`src/rtl/spi_input_conditioner_pkg.sv`:
```
// Shared SPI constants: debounce defaults and
// idle (reset) levels of the pad channels.
package spi_input_conditioner_pkg;

  localparam int SPI_WAIT = 3;
  localparam int SPI_COUNTER_WIDTH = 3;

  localparam logic SPI_IDLE_SCLK = 1'b0;
  localparam logic SPI_IDLE_CS = 1'b1;
  localparam logic SPI_IDLE_MOSI = 1'b0;

  localparam logic [2:0] SPI_IDLE = {
    SPI_IDLE_MOSI,
    SPI_IDLE_CS,
    SPI_IDLE_SCLK
  };

endpackage

```
`src/rtl/spi_input_conditioner_chan.sv`:
```
// One pad channel: 2-flop synchronizer,
// counter debounce and registered edge strobes.
module input_conditioner
  import spi_input_conditioner_pkg::*;
#(
  parameter int WAIT = SPI_WAIT,
  parameter int COUNTER_WIDTH = SPI_COUNTER_WIDTH,
  parameter logic RESET_VAL = 1'b0
) (
  input  logic clk,
  input  logic reset_n,
  input  logic noisy,
  output logic conditioned,
  output logic positiveedge,
  output logic negativeedge
);

  localparam logic [COUNTER_WIDTH-1:0] LAST =
    COUNTER_WIDTH'(WAIT - 1);

  logic sync1;
  logic sync2;
  logic [COUNTER_WIDTH-1:0] cnt;

  always_ff @(posedge clk or negedge reset_n) begin
    if (!reset_n) begin
      sync1 <= RESET_VAL;
      sync2 <= RESET_VAL;
      conditioned <= RESET_VAL;
      cnt <= '0;
      positiveedge <= 1'b0;
      negativeedge <= 1'b0;
    end else begin
      sync1 <= noisy;
      sync2 <= sync1;
      positiveedge <= 1'b0;
      negativeedge <= 1'b0;
      // any agreeing sample restarts the run
      if (sync2 == conditioned) begin
        cnt <= '0;
      end else if (cnt == LAST) begin
        conditioned <= sync2;
        cnt <= '0;
        positiveedge <= sync2;
        negativeedge <= ~sync2;
      end else begin
        cnt <= cnt + 1'b1;
      end
    end
  end

endmodule

```
`src/rtl/spi_input_conditioner.sv`:
```
// SPI pad front end: conditions sclk, cs and
// mosi for the slave FSM and shift register.
module spi_input_conditioner
  import spi_input_conditioner_pkg::*;
#(
  parameter int WAIT = SPI_WAIT,
  parameter int COUNTER_WIDTH = SPI_COUNTER_WIDTH,
  parameter logic [2:0] IDLE = SPI_IDLE
) (
  input  logic clk,
  input  logic reset_n,
  input  logic sclk_raw,
  input  logic cs_raw,
  input  logic mosi_raw,
  output logic sclk_cond,
  output logic sclk_posedge,
  output logic sclk_negedge,
  output logic cs_cond,
  output logic cs_posedge,
  output logic mosi_cond
);

  logic csNegedge;
  logic mosiPosedge;
  logic mosiNegedge;

  input_conditioner #(
    .WAIT(WAIT),
    .COUNTER_WIDTH(COUNTER_WIDTH),
    .RESET_VAL(IDLE[0])
  ) sclkChan (
    .clk(clk),
    .reset_n(reset_n),
    .noisy(sclk_raw),
    .conditioned(sclk_cond),
    .positiveedge(sclk_posedge),
    .negativeedge(sclk_negedge)
  );

  input_conditioner #(
    .WAIT(WAIT),
    .COUNTER_WIDTH(COUNTER_WIDTH),
    .RESET_VAL(IDLE[1])
  ) csChan (
    .clk(clk),
    .reset_n(reset_n),
    .noisy(cs_raw),
    .conditioned(cs_cond),
    .positiveedge(cs_posedge),
    .negativeedge(csNegedge)
  );

  input_conditioner #(
    .WAIT(WAIT),
    .COUNTER_WIDTH(COUNTER_WIDTH),
    .RESET_VAL(IDLE[2])
  ) mosiChan (
    .clk(clk),
    .reset_n(reset_n),
    .noisy(mosi_raw),
    .conditioned(mosi_cond),
    .positiveedge(mosiPosedge),
    .negativeedge(mosiNegedge)
  );

  // strobes with no consumer downstream
  logic unusedOk;
  assign unusedOk = ^{csNegedge, mosiPosedge, mosiNegedge};

endmodule

```
`config.mk`:
```
export PLATFORM = sky130hd
export DESIGN_NAME = spi_input_conditioner
export DESIGN_NICKNAME = d
export VERILOG_FILES = /design/src/rtl/spi_input_conditioner_pkg.sv /design/src/rtl/spi_input_conditioner_chan.sv /design/src/rtl/spi_input_conditioner.sv
export SDC_FILE = /design/constraint.sdc
export NUM_CORES = 1
export LEC_CHECK = 0
export BUFFER_PORTS_ARGS = -buffer_cell sky130_fd_sc_hd__buf_4
export CORE_ASPECT_RATIO = 0.7
export CORE_MARGIN = 5
export CORE_UTILIZATION = 25
export CTS_CLUSTER_DIAMETER = 80
export DETAILED_ROUTE_END_ITERATION = 16
export PLACE_DENSITY_LB_ADDON = 0.3
export SLEW_MARGIN = 20
export SYNTH_ARGS = -nofsm -noshare
export SYNTH_HDL_FRONTEND = slang
export SYNTH_SLANG_ARGS = --single-unit
```
`constraint.sdc`:
```
create_clock -name clk -period 1.88 [get_ports clk]
set_input_delay 0.094 -clock clk [delete_from_list [all_inputs] [get_ports clk]]
set_output_delay 0.094 -clock clk [all_outputs]
set_load 0.05 [all_outputs]
```
# --- Yosys cells after proc, flatten, opt, wreduce, memory -nomap -nowiden ---
# Cells that the tools add are included.
classes:
  add_sub_neg: 3
  mul: 0
  div: 0
  n_lt_le_gt_ge: 0
  eq_ne: 6
  shifts: 0
  mux: 12
  n_bitwise: 4
  reduce_logical: 3
op_table:
  columns: ["cell", "count"]
  rows:
  - ["two-way mux 3 bit", 6]
  - ["adder 3 x 1 -> 3 bit, second input constant", 3]
  - ["== test 3 x 2 -> 1 bit, second input constant", 3]
  - ["two-way mux 1 bit", 6]
  - ["AND reduction 2 bit", 3]
  - ["inverter 1 bit", 4]
  - ["== test 1 bit", 3]
word_totals:
  reg_bits: 21
  latchBits: 0
  ramBits: 0
  romBits: 0
  in_bits: 5
  out_inout_bits: 6
  word_cells: 43
  memories: 0

# --- Logic depth before layout (Yosys ltp) ---
logic_depth:
  ltp_word: 3
  mapped_depth: 2

# --- Hierarchy ---
# From an unflattened synthesis, not the netlist that was laid out.
hier_totals:
  hier_cells: 63
  area_unflattened_um2: 904.6
by_module_without_submodules:
  columns: ["mod", "n_inst", "cells_each", "area_each_um2", "seq_area_each_um2"]
  rows:
  - ["input_conditioner at mosiChan ...", 2, 21, 300.3, 200.2]
  - ["input_conditioner at csChan", 1, 21, 304.0, 203.9]

# --- Worst setup path after synthesis ---
# OpenSTA, ideal clock, no wires.
synth_timing:
  kind: "register to register"
  startpoint: "register sclkChan.cnt[0]"
  endpoint: "register sclkChan.conditioned"
  setup_time_ns: 0.125
  t_arrival_ns: 1.101
  t_required_ns: 1.755
  path_slack_ns: 0.654
  path_stages_with_launch: 3
  n_path_buf: 0
  cell_sequence: "dfrtp_1 or3b_4 mux2_4"
synth_between:
  elab_chain_cells: 2
synth_lines:
  columns: ["element", "line_no", "rtl"]
  rows:
  - ["start: declaration", "spi_input_conditioner_chan.sv:23", "logic [COUNTER_WIDTH-1:0] cnt;"]
  - ["start signal: assignment", "spi_input_conditioner_chan.sv:47", "cnt <= cnt + 1'b1;"]
  - ["== test 3 x 2 -> 1 bit", "spi_input_conditioner_chan.sv:41", "end else if (cnt == LAST) begin"]
  - ["AND reduction 2 bit (no line)", null, null]
  - ["end signal: assignment", "spi_input_conditioner_chan.sv:42", "conditioned <= sync2;"]
  - ["end: declaration", "spi_input_conditioner_chan.sv:13", "output logic conditioned,"]
# No other way between the ends.
# A chain may end at the register's enable or synchronous reset.

# --- Worst setup path after layout ---
# Ends and elaborated chain as after synthesis.

==> flow_summary.json <==
{
  "start_util_pct": 25.79,
  "reg2reg_slack_ps": 590,
  "finalCriticalPeriod_ps": 1286,
  "synthMuxAreaShare_pct": 4.688,
  "drt_wl_total_mm": 1.269,
  "crit_path_start_kind": "flip-flop",
  "clock-root-buffer": "clkbuf_8",
  "yosys.area.top_type": "dfrtp_1",
  "ant_nets": 0,
  "firstDrtPassIters": 2,
  "critPathKind": "reg -> reg",
  "dpl.hpwl_um": 931.1,
  "gp_congestion": 0.6364,
  "min_path_type": "in -> async",
  "pin_count": 11,
  "cts_tree": "yes",
  "maxSlewHeadroom_pct": 76.42,
  "yosysUniqueCellTypes": 14,
  "synth_cells": 57,
  "clk_latency_ps": 250,
  "grt_max_degree": 22,
  "overflow": 0,
  "synth-compound-area-share_pct": 7.500,
  "setup_violations": 0,
  "antenna_cells": 0,
  "synth-seq-cells": 21,
  "reg_top3": "csChan.cnt: 3 flops, mosiChan.cnt: 3 flops, sclkChan.cnt: 3 flops",
  "timing.final.crit_share_pct": 68.41,
  "vias_per_cell": 4.177,
  "drive_gt1_share_pct": 30.67,
  "synth_simple_gate_area_share_pct": 18.44,
  "route.detailed.drc": 0,
  "final_common_cell": "dfrtp_1",
  "synth_top_area_share_pct": 56.25,
  "post_cts_resized": 0,
  "yosys-top-cells-area": "dfrtp_1 (56%), dfstp_2 (9.8%), nand3b_1 (5.6%), a21bo_2 (3.8%), a21oi_1 (3.8%)",
  "cts_setup_buffers": 0,
  "cpMaxStageDelayCell": "or3b_4",
  "cp_max_fo": 6,
  "htreeDepth": 1,
  "cp.arrival_ps": 1420,
  "syn_area_um2": 800.8,
  "final-hold-violation-count": 0,
  "slew_viol_final": 0,
  "worstMarginPinSlew_ps": 353.0,
  "critical_path.max_stage_delay_ps": 440,
  "crit_end": "sclkChan.conditioned",
  "r2r_end": "sclkChan.conditioned",
  "tns_ps": 0,
  "die_h_um": 57.35,
  "grt_util_met3_pct": 3.312,
  "worstSetupEndpointType": "flip-flop",
  "critPathRequiredTime_ps": 2020,
  "num_vias": 472,
  "ys_warn_count": 0,
  "holdBufCountCts": 4,
  "synth-xor-area-share_pct": 3.281,
  "worstRegToRegCells": 2,
  "antenna_found_initial": 0,
  "synth_fp_nets": 62,
  "areaGrowthSynthToFinish_pct": 25.94,
  "rows": 17,
  "power_leakage_uw": 0.0004382,
  "num-nets-final": 81,
  "post-place-cells": 105,
  "grt_pass1_wl_mm": 2.056,
  "final_core_util_pct": 32.47,
  "initialDrtViolationCount": 16,
  "die_x_um": 77.65,
  "grt_use_met2_pct": 8.323,
  "grt_pass1_vias": 459,
  "fin_cells": 113,
  "final_cell_mix": "dfrtp_1 (18), buf_4 (10), nand3b_1 (6), a21oi_1 (6)",
  "grt_usage_pct": 5.927,
  "rsz0062_at_grt": "no",
  "port-buffer-count": 10,
  "numCtsBuffers": 3,
  "postSynthAreaPerCell_um2": 14.05,
  "pwr_density_cell_nw_per_um2": 1496,
  "fmax_mhz": 777.6,
  "avgRoutedWirePerCell_um": 11.23,
  "top_usage_layer": "met2",
  "fp.dieArea_um2": 4453,
  "yosys.area_share.adder_pct": 0,
  "grt_util_met1_pct": 7.864,
  "ir_drop_mv": 0.5702,
  "synth_top_family_by_area": "simple AND/OR/NAND/NOR gates",
  "core_um2": 3105,
  "crit_start": "sclkChan.cnt[0]",
  "ys_seq_area_share_pct": 66.09,
  "clk_path_buf_depth": 2,
  "crit_chain": "or3b_4 > mux2_4",
  "cts_sinks": 21,
  "status": "finished, final reports clean",
  "clk_pin_slew_worst_paths_ps": 70,
  "r2r_start": "sclkChan.cnt[0]",
  "drv_cap": 0,
  "skew_ps": 1.945
}
kinds of logic (layout without fill, tap and decap cells):
group,Yosys count,after routing
flops,21,21
mux,3,3
xor+xnor,3,3
compound gates,9,9
simple gates,21,21
buf+inv,0,18
synthesized netlist by cell type (all sizes together):
| cell | instances |
|---|---|
| dfrtp | 18 |
| a21oi | 6 |
| nand3b | 6 |
| nor3b | 4 |
| a21bo | 3 |
| dfstp | 3 |
| mux2 | 3 |
| nand2b | 3 |
| nor2b | 3 |
| nor3 | 3 |
| xnor2 | 3 |
| and3b | 1 |
| or3b | 1 |
where the power goes:
group	total, uW	internal (uW)	switching (uW)
combinational	512	239	273
clock	279	150	129
sequential	717	579	137
worst min path at each step:
| stage | start | to | depth (start not counted) |
|---|---|---|---|
| 2_1_floorplan | reset_n | csChan.cnt[0] | 0 |
| 3_3_place_gp | reset_n | csChan.cnt[1] | 1 |
| 3_5_place_dp | reset_n | mosiChan.sync1 | 1 |
| 4_1_cts | reset_n | csChan.cnt[1] | 2 |
| 5_1_grt | reset_n | csChan.cnt[1] | 2 |
| 6_report | reset_n | mosiChan.sync2 | 2 |
worst max-delay path, delay by kind of cell, from the launching register on:
family	cells	cell delay, ps
DFF	1	430
and+or+nand+nor	1	440
muxes	1	310
final cells by class:
cell class,count,area [um2]
clock buffer,4,45.04
timing repair buffer,14,115.1
tap,38,47.55
multi-input combinational,36,271.5
fill,326,2097
sequential,21,529.3
per-stage QoR:
stage | area [um2] | hold WS (ps) | setup slack [ps] | total power, uW
6_report | 1008 | 258.7 | 594.0 | 1508
3_3_place_gp | 923.4 | -13.80 | 641.5 | 1214
2_1_floorplan | 800.8 | -201.6 | 654.2 | 1082
3_5_place_dp | 923.4 | -10.54 | 595.0 | 1241
4_1_cts | 1008 | 256.7 | 591.1 | 1535
5_1_grt | 1008 | 295.1 | 561.9 | 1602
routing by layer:
metal / part of all wire (%) / routed length (um)
met1: 50 / 639
met2: 43 / 549
met3: 5.7 / 72
met4: 0.55 / 7
met5: 0 / 0
No activity file was read; power rests on OpenSTA's default activity.
